File: src/rtl/memoria_cargador_if.sv
// Byte-stream input and operand read port shared by the loader and its users.
// master drives bytes and read addresses; slave is the loader itself.
interface memoria_cargador_if #(
  parameter int DATA_WIDTH = 32,
  parameter int BYTE_WIDTH = 8,
  parameter int ADDR_WIDTH = 3
);
  logic [BYTE_WIDTH-1:0] byte_i;
  logic                  byte_valid_i;
  logic                  byte_ready_o;
  logic [ADDR_WIDTH-1:0] addr_i;
  logic [DATA_WIDTH-1:0] operador_o;

  modport master (
    output byte_i, byte_valid_i, addr_i,
    input  byte_ready_o, operador_o
  );

  modport slave (
    input  byte_i, byte_valid_i, addr_i,
    output byte_ready_o, operador_o
  );
endinterface

File: src/rtl/memoria_cargador.sv
// Byte-serial loader: packs LSB-first bytes into words and writes them into an
// 8-entry operand memory at an auto-incrementing pointer; combinational read port.
//
// state       | meaning
// ST_ASSEMBLE | accepting bytes into the assembly register
// ST_WRITE    | one-cycle commit of the assembled word to memory[wr_ptr]
// ST_FULL     | all words loaded; bytes refused until clear or reset
module memoria_cargador #(
  parameter int DATA_WIDTH = 32,
  parameter int BYTE_WIDTH = 8,
  parameter int ADDR_WIDTH = 3
) (
  input  logic                  clk_i,
  input  logic                  rst_n_i,
  input  logic                  clear_i,
  memoria_cargador_if.slave     bus,
  output logic [ADDR_WIDTH-1:0] wr_ptr_o,
  output logic                  full_o,
  output logic                  done_o
);

  localparam int BYTES = DATA_WIDTH / BYTE_WIDTH;
  localparam int DEPTH = 2 ** ADDR_WIDTH;
  localparam int CNT_W = (BYTES > 1) ? $clog2(BYTES) : 1;

  typedef enum logic [1:0] {
    ST_ASSEMBLE,
    ST_WRITE,
    ST_FULL
  } state_t;

  state_t                state_q, state_d;
  logic [CNT_W-1:0]      cnt_q, cnt_d;
  logic [DATA_WIDTH-1:0] asm_q, asm_d;
  logic [ADDR_WIDTH-1:0] ptr_q, ptr_d;
  logic                  full_q, full_d;
  logic                  done_q, done_d;
  logic [DATA_WIDTH-1:0] mem_q [DEPTH];
  logic [DATA_WIDTH-1:0] mem_d [DEPTH];
  logic                  ready;

  // Ready is a pure function of state, so no path exists from byte_valid_i.
  assign ready            = (state_q == ST_ASSEMBLE);
  assign bus.byte_ready_o = ready;
  assign bus.operador_o   = mem_q[bus.addr_i];
  assign wr_ptr_o         = ptr_q;
  assign full_o           = full_q;
  assign done_o           = done_q;

  always_comb begin
    state_d = state_q;
    cnt_d   = cnt_q;
    asm_d   = asm_q;
    ptr_d   = ptr_q;
    full_d  = full_q;
    done_d  = 1'b0;
    mem_d   = mem_q;

    case (state_q)
      ST_ASSEMBLE: begin
        if (bus.byte_valid_i) begin
          for (int k = 0; k < BYTES; k++) begin
            if (cnt_q == CNT_W'(k)) begin
              asm_d[k*BYTE_WIDTH +: BYTE_WIDTH] = bus.byte_i;
            end
          end
          if (cnt_q == CNT_W'(BYTES - 1)) begin
            state_d = ST_WRITE;
          end else begin
            cnt_d = cnt_q + CNT_W'(1);
          end
        end
      end
      ST_WRITE: begin
        mem_d[ptr_q] = asm_q;
        cnt_d        = '0;
        if (ptr_q == {ADDR_WIDTH{1'b1}}) begin
          ptr_d   = '0;
          full_d  = 1'b1;
          done_d  = 1'b1;
          state_d = ST_FULL;
        end else begin
          ptr_d   = ptr_q + ADDR_WIDTH'(1);
          state_d = ST_ASSEMBLE;
        end
      end
      ST_FULL: begin
        state_d = ST_FULL;
      end
      default: begin
        state_d = ST_ASSEMBLE;
      end
    endcase

    // Clear restarts loading and cancels any byte or commit on the same edge.
    if (clear_i) begin
      state_d = ST_ASSEMBLE;
      cnt_d   = '0;
      asm_d   = '0;
      ptr_d   = '0;
      full_d  = 1'b0;
      done_d  = 1'b0;
      mem_d   = mem_q;
    end
  end

  always_ff @(posedge clk_i) begin
    if (!rst_n_i) begin
      state_q <= ST_ASSEMBLE;
      cnt_q   <= '0;
      asm_q   <= '0;
      ptr_q   <= '0;
      full_q  <= 1'b0;
      done_q  <= 1'b0;
      for (int i = 0; i < DEPTH; i++) begin
        mem_q[i] <= '0;
      end
    end else begin
      state_q <= state_d;
      cnt_q   <= cnt_d;
      asm_q   <= asm_d;
      ptr_q   <= ptr_d;
      full_q  <= full_d;
      done_q  <= done_d;
      mem_q   <= mem_d;
    end
  end

endmodule

File: src/flat_wrapper.sv
// flat-port wrapper written by rule: the top's interface ports become plain ports
module memoria_cargador_flat 
#(
  parameter int DATA_WIDTH = 32,
  parameter int BYTE_WIDTH = 8,
  parameter int ADDR_WIDTH = 3
)
  (clk_i, rst_n_i, clear_i, wr_ptr_o, full_o, done_o, bus_byte_i, bus_byte_valid_i, bus_addr_i, bus_byte_ready_o, bus_operador_o);
  memoria_cargador_if #(.DATA_WIDTH(DATA_WIDTH), .BYTE_WIDTH(BYTE_WIDTH), .ADDR_WIDTH(ADDR_WIDTH)) bus_i ();
  input  logic clk_i;
  input  logic rst_n_i;
  input  logic clear_i;
  output logic [ADDR_WIDTH-1:0] wr_ptr_o;
  output logic full_o;
  output logic done_o;
  input wire logic [$bits(bus_i.byte_i)-1:0] bus_byte_i;
  input wire logic [$bits(bus_i.byte_valid_i)-1:0] bus_byte_valid_i;
  input wire logic [$bits(bus_i.addr_i)-1:0] bus_addr_i;
  output wire logic [$bits(bus_i.byte_ready_o)-1:0] bus_byte_ready_o;
  output wire logic [$bits(bus_i.operador_o)-1:0] bus_operador_o;
  assign bus_i.byte_i = bus_byte_i;
  assign bus_i.byte_valid_i = bus_byte_valid_i;
  assign bus_i.addr_i = bus_addr_i;
  assign bus_byte_ready_o = bus_i.byte_ready_o;
  assign bus_operador_o = bus_i.operador_o;
  memoria_cargador #(.DATA_WIDTH(DATA_WIDTH), .BYTE_WIDTH(BYTE_WIDTH), .ADDR_WIDTH(ADDR_WIDTH)) u_core (.clk_i(clk_i), .rst_n_i(rst_n_i), .clear_i(clear_i), .bus(bus_i), .wr_ptr_o(wr_ptr_o), .full_o(full_o), .done_o(done_o));
endmodule
File: config.mk
export PLATFORM = sky130hd
export DESIGN_NAME = memoria_cargador_flat
export DESIGN_NICKNAME = d
export VERILOG_FILES = /design/src/rtl/memoria_cargador_if.sv /design/src/rtl/memoria_cargador.sv /design/src/flat_wrapper.sv
export SDC_FILE = /design/constraint.sdc
export NUM_CORES = 1
export LEC_CHECK = 0
export BUFFER_PORTS_ARGS = -buffer_cell sky130_fd_sc_hd__buf_4
export CORE_MARGIN = 4
export CORE_UTILIZATION = 45
export DETAILED_ROUTE_END_ITERATION = 10
export PLACE_DENSITY = 0.71
export RECOVER_POWER = 25
export SLEW_MARGIN = 15
export SYNTH_ARGS = -nofsm -noshare
export SYNTH_HDL_FRONTEND = slang
export SYNTH_SLANG_ARGS = --single-unit
File: constraint.sdc
create_clock -name clk_i -period 4.1 [get_ports clk_i]
set_clock_uncertainty 0.1 [all_clocks]
set_input_delay 0.82 -clock clk_i [delete_from_list [all_inputs] [get_ports clk_i]]
set_output_delay 0.82 -clock clk_i [all_outputs]
set_load 0.03 [all_outputs]
==> metrics, run 1 <==
status finished with violations; failing checks max-capacitance violations, max-slew violations; Highest Clock Rate 296 MHz; Slew Limit Fails 129; I/O pin count 53; ant diodes 0; first-pass GRT wire length 45900 um; overall via count from detail_route 8299; worst min-delay path startpoint u_core.mem_q[66]; row count 61; Max-cap violations 2; slowest CP cell mux4_2; Yosys warnings 0; Cell variety after synth 27; hold buffer count at CTS 0; Min Clock Period, post-route 3.38 ns; initial antenna violation count 0; Final setup viols 0; Setup crit end kind primary output; Root Driver clkbuf_16; r2r startpoint u_core.state_q[0]; syn avg cell area 11.0 um2; Synth top area share 0.469; worst-margin pin slew 1.82 ns; post-cts sizing count 0; Mapped Cells 1155; DRT iter0 DRCs 437; fraction of layout cells with a size suffix above 1 0.198; remaining antenna violation count 0; postcts setup bufs 0; most used cell along the critical path buf_4; # DRC 0; via/cell ratio 5.28; nets 1191; Finished Cell Area 14500 um2; setup TNS 0 ns; Req. time, crit path 3.18 ns; VDD IR-drop max 274 uV; Post-Syn Nets 1176; sequential fraction of the synthesis area 0.469; die area 30900 um2; critical setup path kind input pin to primary output; remaining global-route overflow 0; CTS tree done; critical path cell sequence buf_4 -> buf_12 -> mux4_2 -> mux2_2 -> buf_4; Synth area leaders dfxtp_1 (47%), mux2i_1 (22%), mux4_2 (11%), nand2_1 (9.2%), mux2_2 (2.8%); Max Buffers Root-to-Sink 3; slew margin rel. -0.210; gpl congestion 0.733; Seq cells post-synth 297; Critical path origin bus_addr_i[1]; PwrDens 422 nW/um2; gr usage total 0.181; drt total wl 28000 um; crit-path max cell delay 0.53 ns; Reg2Reg Depth 4; clock latency on the worst-skew pair 0.56 ns; area leader, netlist dfxtp_1; startpoint types input pin; RSZ-0062 raised after global routing false; Cell Area, Placed 13300 um2; fin util 0.521; vias in the first global route 8487; final period utilization 0.824; initial core utilization 0.456; DRT Pass-1 Iters 5; largest net degree at the start of global routing 89; critical path peak fanout 24; Die H 176 um; Final Hold Violating Endpoints 0; clk sinks 297; Die W 176 um; mean routed wirelength per cell 17.8 um; Hold WC Path Type flip-flop to flip-flop; Post-DP HPWL 17000 um; Leak Pwr 6.33 nW; clk slew on worst S/H paths 0.06 ns; Hold Crit Depth 2; total CTS buffers 30; core area 27800 um2; # fillers 2485; P&R area growth vs syn 14.1%; I/O Buffers 52; H-Tree Depth 1; Mapped Area 12700 um2; crit path DAT 2.46 ns
==> cells by family (layout without fill, tap and decap cells) <==
logic type	after synthesis	in the layout	share of synthesized area
multiplexers	379	379	0.366
AND/OR/NAND/NOR	363	363	0.116
flip-flops	297	297	0.469
buffers and inverters	97	136	0.0379
AO/OA/AOI/OAI	13	13	0.00543
adder cells (fa/ha/maj)	6	6	0.00592
==> where the power goes <==
group / leakage [nW] / internal, mW / switching, mW
registers: 2.39 / 2.89 / 0.00298
logic: 3.38 / 0.0614 / 0.119
clock network: 0.560 / 1.89 / 1.15
==> layout make-up <==
| cell class | instances | area (um2) | area share |
|---|---|---|---|
| clock buffer | 41 | 882 | 0.0610 |
| sequential | 297 | 5950 | 0.411 |
| inverter | 3 | 11.3 | 0.000778 |
| tap | 378 | 473 | 0.0327 |
| clock inverter | 15 | 253 | 0.0175 |
| multi-input combinational | 761 | 6270 | 0.433 |
| timing repair buffer | 77 | 634 | 0.0438 |
==> per-stage QoR <==
stage / hold slack [ns] / power, mW / instances / worst slack (ns)
6_report: 0.355 / 6.11 / 1572 / 0.722
5_1_grt: 0.370 / 6.30 / 1572 / 0.403
4_1_cts: 0.357 / 6.17 / 1572 / 0.666
3_5_place_dp: 0.345 / 3.14 / 1516 / 0.677
3_3_place_gp: 0.340 / 3.14 / 1516 / 0.692
2_1_floorplan: 0.332 / 3.08 / 1155 / 1.04
==> Yosys cell counts, drive strengths merged <==
| library cell | instances |
|---|---|
| nand3 | 2 |
| and4bb | 3 |
| nand3b | 5 |
| inv | 3 |
| nand2b | 2 |
| a21oi | 11 |
| buf | 44 |
| dfxtp | 297 |
| and3b | 1 |
| nand2 | 309 |
| o31ai | 1 |
| a31oi | 1 |
| nand4bb | 1 |
| or4 | 1 |
| mux2 | 32 |
| nor2b | 2 |
| mux4 | 64 |
| clkbuf | 50 |
| nor2 | 33 |
| and3 | 1 |
| mux2i | 283 |
| ha | 6 |
| nor4bb | 2 |
| nor4b | 1 |
==> final timing paths <==
check | slack [ns] | endpoint
setup / recovery | 0.72 | bus_operador_o[13]
hold / removal | 0.35 | u_core.mem_q[66]
setup reg to reg | 1.75 | u_core.mem_q[78]
hold reg to reg | 0.35 | u_core.mem_q[66]
==> layer usage <==
metal / part of all wire / track usage
met3: 0.032 / 0.0243
met1: 0.48 / 0.259
met2: 0.47 / 0.294
met4: 0.016 / 0.0400
met5: 0 / 0
==> flip-flops by register name, summed over array words and instances (netlist names) <==
signal,flops
u_core.asm_q,32
u_core.cnt_q,2
u_core.done_o,1
u_core.full_o,1
u_core.mem_q,256
u_core.state_q,2
u_core.wr_ptr_o,3
==> critical path, delay by kind of cell <==
family | cells | cell delay [ns]
mux | 2 | 0.82
buf+inv | 3 | 0.78
==> placed cells by master (no fill, tap or decap), types with 2 or more instances in the layout <==
cell	synthesis	final
buf_12	0	5
nor2b_1	2	2
clkbuf_16	0	30
nand2_1	309	307
ha_1	6	6
mux4_2	64	64
clkbuf_8	0	9
and4bb_2	3	3
nand3b_1	5	5
nand2b_1	2	2
bufinv_16	0	6
clkinv_2	0	7
dfxtp_1	297	297
buf_4	4	70
mux2i_1	283	283
inv_1	3	3
nand2_2	0	2
nor2_1	33	33
a21oi_1	11	11
mux2_2	32	32
clkbuf_1	50	3
(Power assumes the default switching activity.)
==> run 2, diff against run 1 <==
- ABC_AREA: not set -> 1
- PLACE_DENSITY: 0.71 -> 0.73
- clock period: 4.1 -> 3.05 ns (I/O delays scaled with it)
==> metrics, run 2 <==
status complete, no violations; CTS tree done; H-Tree Depth 1 (unchanged); via/cell ratio 5.05 (-4.4%); Die H 189 um (+7.5%); Mapped Cells 2475 (+110%); crit-path max cell delay 0.48 ns (-0.05 ns); critical path peak fanout 128 (+430%); final worst slack 0.383 ns (-0.339 ns); area leader, netlist dfxtp_1; Seq cells post-synth 297 (unchanged); clk sinks 297 (unchanged); Req. time, crit path 2.34 ns (-0.84 ns); CP Capture Point bus_operador_o[20]; # DRC 0 (unchanged); remaining global-route overflow 0 (unchanged); Root Driver clkbuf_16; remaining antenna violation count 0 (unchanged); reg-to-reg slack, setup 0.39 ns (-1.36 ns); # fillers 3290 (+32%); critical setup path kind input pin to primary output; ant diodes 0 (unchanged); postcts setup bufs 0 (unchanged); xor and xnor fraction of the mapped netlist area 0 (unchanged); startpoint types input pin; Synth area leaders dfxtp_1 (40%), nand2_1 (22%), nor2_1 (15%), nand3_1 (10%), inv_1 (5.6%); mean routed wirelength per cell 15.3 um (-14%); syn avg cell area 5.96 um2 (-46%); Hold WC Path Type input pin to flip-flop; post-cts sizing count 0 (unchanged); ys flop type dfxtp_1; P&R area growth vs syn 11.3%; initial antenna violation count 0 (unchanged); largest net degree at the start of global routing 179 (+100%); Synth top area share 0.403 (-0.0657); slew margin rel. 0.0283 (+0.238); DRT iter0 DRCs 1425 (+230%); nets 2462 (+110%); Finished Cell Area 16400 um2 (+13%); Post-Syn Nets 2496 (+110%); Final setup viols 0 (unchanged); Post-DP HPWL 24700 um (+46%); row count 66 (+8.2%); Critical path origin bus_addr_i[0]; drt total wl 44400 um (+58%); most used cell along the critical path nand2_1; setup TNS 0 ns (unchanged); final period utilization 0.874; first-pass GRT wire length 71700 um (+56%); total CTS buffers 30 (unchanged); Reg2Reg Depth 6 (+2); I/O pin count 53 (unchanged); Cell Area, Placed 15500 um2 (+16%); reg-to-reg endpoint u_core.mem_q[86]; VDD IR-drop max 493 uV (+80%); Highest Clock Rate 375 MHz; vias in the first global route 13700 (+61%); slowest CP cell buf_12; Synth Area in Simple Gates 0.477 (+0.360); die area 35700 um2 (+16%); I/O Buffers 52 (unchanged); Slew Limit Fails 0 (-100%); Yosys warnings 0 (unchanged); Min Clock Period, post-route 2.67 ns; Post-synth ARST share 0 (unchanged); worst slack at placement 0.406 ns (-0.271 ns); Max Buffers Root-to-Sink 3 (unchanged); initial core utilization 0.454 (-0.00207); Leak Pwr 7.38 nW (+17%); Mapped Area 14700 um2 (+16%); multiplexer share of the synthesized area 0 (-0.366); clock latency on the worst-skew pair 0.55 ns (about the same); commonest non-fill, non-tap cell in the layout nand2_1; cell with the most instances after synthesis nand2_1; core area 32500 um2 (+17%); fraction of layout cells with a size suffix above 1 0.0633 (-0.134); RSZ-0062 raised after global routing false; Setup crit end kind primary output; sequential fraction of the synthesis area 0.403 (-0.0657); gr usage total 0.243 (+0.0618); most frequent cells in the layout nand2_1 (861), nor2_1 (571), nand3_1 (298); Commonest cells post-synth nand2_1 (861), nor2_1 (576), nand3_1 (298); Die W 189 um (+7.5%); DRT Pass-1 Iters 6 (+1); total power 8.29 mW (+36%); Adder-Cell Fraction of Synth Area 0.00509 (-0.000829); Largest Register u_core.mem_q; number of flops mapped to enable cells by yosys 0 (unchanged); PwrDens 505 nW/um2 (+20%); Final Hold Violating Endpoints 0 (unchanged); max FFs per register 256 (unchanged); critical path cell sequence buf_4 -> buf_12 -> nand2_1 -> nand2_1 -> nand2_1 -> nand2_1 -> nand2_1 -> nand2_1 -> buf_4; gpl congestion 0.817 (+11%); overall via count from detail_route 14700 (+77%); Max-cap violations 0 (-2); worst-margin pin slew 1.46 ns (-0.358 ns); Cell variety after synth 20 (-26%); crit path DAT 1.96 ns (-0.50 ns); largest family of logic cells by synthesized area simple AND/OR/NAND/NOR gates; Synth Area in Compound Gates 0.00747 (+0.00204); hold buffer count at CTS 0 (unchanged); clk slew on worst S/H paths 0.06 ns (about the same); r2r startpoint u_core.wr_ptr_o[0]
## run 2: cell count changes in the layout (fill, tap and decap cells not counted), sizes merged, moves of 11 or more
cell / change
clkinv: +19
inv: +219
mux2: -32
mux2i: -283
mux4: -64
nand2: +552
nand3: +297
nor2: +552
o21ai: +11
## run 2: logic make-up (layout without fill, tap and decap cells)
kind of cell	count (synthesis)	count (layout)
AND/OR/NAND/NOR	1753	1753
flip-flops	297	297
buffers and inverters	397	386
AO/OA/AOI/OAI	22	22
adder cells (fa/ha/maj)	6	6
## run 2: per-stage QoR
step,util,hold WS [ns],instances
finish,0.505,0.248,2906
global route,0.505,0.257,2906
CTS,0.507,0.232,2906
detailed placement,0.476,0.357,2851
global placement,0.476,0.348,2851
floorplan,-,0.340,2475
## run 2: how the worst min path moves through the flow
stage	start	end	slack [ns]	cells after the start
final	bus_byte_i[1]	u_core.asm_q[9]	0.25	3
after global routing	bus_byte_i[7]	u_core.asm_q[7]	0.26	3
after CTS	bus_byte_i[1]	u_core.asm_q[9]	0.23	3
after detailed placement	u_core.mem_q[24]	u_core.mem_q[24]	0.36	2
after global placement	u_core.mem_q[60]	u_core.mem_q[60]	0.35	2
after floorplan	u_core.asm_q[12]	u_core.asm_q[12]	0.34	2
## run 2: where the power goes
| part | switching [mW] | internal (mW) | total (mW) |
|---|---|---|---|
| registers | 0.00417 | 3.89 | 3.89 |
| logic | 0.450 | 0.194 | 0.644 |
| clock network | 1.54 | 2.21 | 3.75 |
## run 2: area by class of cell
type | count | area, um2 | share of cell area
sequential | 297 | 5950 | 0.363
clock inverter | 10 | 100 | 0.00610
multi-input combinational | 1781 | 7220 | 0.440
tap | 442 | 553 | 0.0337
timing repair buffer | 90 | 763 | 0.0465
inverter | 241 | 907 | 0.0553
clock buffer | 45 | 908 | 0.0554
## run 2: critical path: cells and delay by family
kind,cells,cell delay [ns]
buffers and inverters,3,0.78
and+or+nand+nor,6,0.52
## run 2: layer usage
layer / vias up / part of all wire / global-route usage
li1: 7360 / - / -
met1: 6661 / 0.43 / 0.318
met2: 539 / 0.47 / 0.421
met3: 112 / 0.070 / 0.0247
met4: 0 / 0.034 / 0.0793
met5: - / 0 / 0
==> run 3, diff against run 2 <==
- PLACE_DENSITY: 0.73 -> 0.62
- clock period: 3.05 -> 3.1 ns (I/O delays scaled with it)
==> metrics, run 3 (synthesized netlist as in run 2, its figures left out) <==
status finished with violations; failing checks max-capacitance violations, max-slew violations; Die W 189 um (unchanged); worst-margin pin slew 1.64 ns (+0.183 ns); Final Hold Violating Endpoints 0 (unchanged); PwrDens 525 nW/um2 (+4.0%); core area 32500 um2 (unchanged); CTS tree done; remaining antenna violation count 0 (unchanged); total power 8.72 mW (+5.2%); crit-path max cell delay 0.47 ns (about the same); final period utilization 0.898; vias in the first global route 13400 (-1.7%); Non-Filler Instances 2909 (+0.10%); clk sinks 297 (unchanged); # fillers 3413 (+3.7%); slowest CP cell buf_12; I/O Buffers 52 (unchanged); fraction of layout cells with a size suffix above 1 0.0645 (+0.00114); die area 35700 um2 (unchanged); Max Buffers Root-to-Sink 3 (unchanged); Highest Clock Rate 359 MHz; hold-critical path endpoint u_core.asm_q[16]; critical path cell sequence buf_4 -> buf_12 -> nand2_1 -> nand2_1 -> nand2_1 -> nand2_1 -> nand2_1 -> nand2_1 -> buf_4; Req. time, crit path 2.38 ns (+0.04 ns); postcts setup bufs 0 (unchanged); Slew Limit Fails 65 (+65); nets 2464 (+0.081%); crit path DAT 2.06 ns (+0.10 ns); Post-DP HPWL 25600 um (+3.6%); initial antenna violation count 0 (unchanged); Hold Crit Depth 3 (unchanged); Leak Pwr 7.45 nW (+0.87%); gpl congestion 0.779 (-4.7%); Max-cap violations 1 (+1); Buf/Inv on CP 3 (unchanged); Hold WC Path Type input pin to flip-flop; fin util 0.511 (+0.00617); Die H 189 um (unchanged); row count 66 (unchanged); Final setup viols 0 (unchanged); placed cell count 2848 (-0.11%); reg-to-reg slack, setup 0.42 ns (+0.03 ns); hold buffer count at CTS 0 (unchanged); slew margin rel. -0.0934 (-0.122); reg-to-reg endpoint u_core.mem_q[158]; commonest non-fill, non-tap cell in the layout nand2_1; Setup crit end kind primary output; Largest Register u_core.mem_q; area of the multi-input gates 7250 um2 (+0.45%); worst min-delay path startpoint bus_byte_i[0]; ant diodes 0 (unchanged); gr usage total 0.256 (+0.0135); critical path peak fanout 128 (unchanged); Root Driver clkbuf_16; Finished Cell Area 16600 um2 (+1.2%); DRT iter0 DRCs 1191 (-16%); final worst slack 0.315 ns (-0.0676 ns); drt total wl 46100 um (+3.8%); r2r startpoint u_core.wr_ptr_o[0]; DRT Pass-1 Iters 5 (-1); Cell Area, Placed 15500 um2 (about the same); remaining global-route overflow 0 (unchanged); Reg2Reg Depth 6 (unchanged); critical setup path kind input pin to primary output; most used cell along the critical path nand2_1; total CTS buffers 35 (+17%); # DRC 0 (unchanged); Min Clock Period, post-route 2.78 ns; setup TNS 0 ns (unchanged); P&R area growth vs syn 12.6%; most frequent cells in the layout nand2_1 (861), nor2_1 (570), nand3_1 (298); max FFs per register 256 (unchanged); startpoint types input pin; H-Tree Depth 2 (+1); first-pass GRT wire length 74000 um (+3.3%); VDD IR-drop max 478 uV (-3.0%); largest net degree at the start of global routing 137 (-23%); RSZ-0062 raised after global routing false; clock latency on the worst-skew pair 0.51 ns (-0.04 ns); worst slack at placement 0.381 ns (-0.0257 ns); post-cts sizing count 0 (unchanged); I/O pin count 53 (unchanged); Register Area 5950 um2 (unchanged); initial core utilization 0.454 (unchanged); hold slack 0.308 ns (+0.0600 ns); Crit path max-delay family buffers and inverters; clk slew on worst S/H paths 0.06 ns (about the same); overall via count from detail_route 14400 (-1.7%); mean routed wirelength per cell 15.8 um (+3.7%); via/cell ratio 4.96 (-1.8%)
==> run 3: cell type report <==
| type | count | area share |
|---|---|---|
| Clock buffer | 52 | 0.0640 |
| Tap cell | 442 | 0.0333 |
| Inverter | 241 | 0.0546 |
| Sequential cell | 297 | 0.358 |
| Multi-Input combinational cell | 1781 | 0.437 |
| Timing Repair Buffer | 87 | 0.0455 |
| Clock inverter | 9 | 0.00739 |
==> run 3: routing by layer <==
metal	global-route usage	wire, um
met4	0.0785	1160
met2	0.429	21200
met1	0.350	21300
met5	0	0
met3	0.0264	2420
==> run 3: how the worst max path moves through the flow <==
stage                            start            endpoint  cells after the start
CTS                      bus_addr_i[0]  bus_operador_o[23]                     10
finish                   bus_addr_i[0]  bus_operador_o[26]                      9
detailed placement       bus_addr_i[0]  bus_operador_o[23]                     10
global route        u_core.wr_ptr_o[0]   u_core.mem_q[153]                      6
floorplan                bus_addr_i[0]   bus_operador_o[0]                      9
global placement         bus_addr_i[0]  bus_operador_o[27]                      9
==> run 3: worst min-delay path: stages <==
cell and delay, ns:
buf_4 0.13, nor2_1 0.05, nor2_1 0.08
==> run 3: where the power goes <==
part           total (mW)  switching (mW)  internal, mW
clock                4.25            1.64          2.61
sequential           3.83         0.00377          3.83
combinational       0.638           0.448         0.190
total                8.72            2.09          6.63
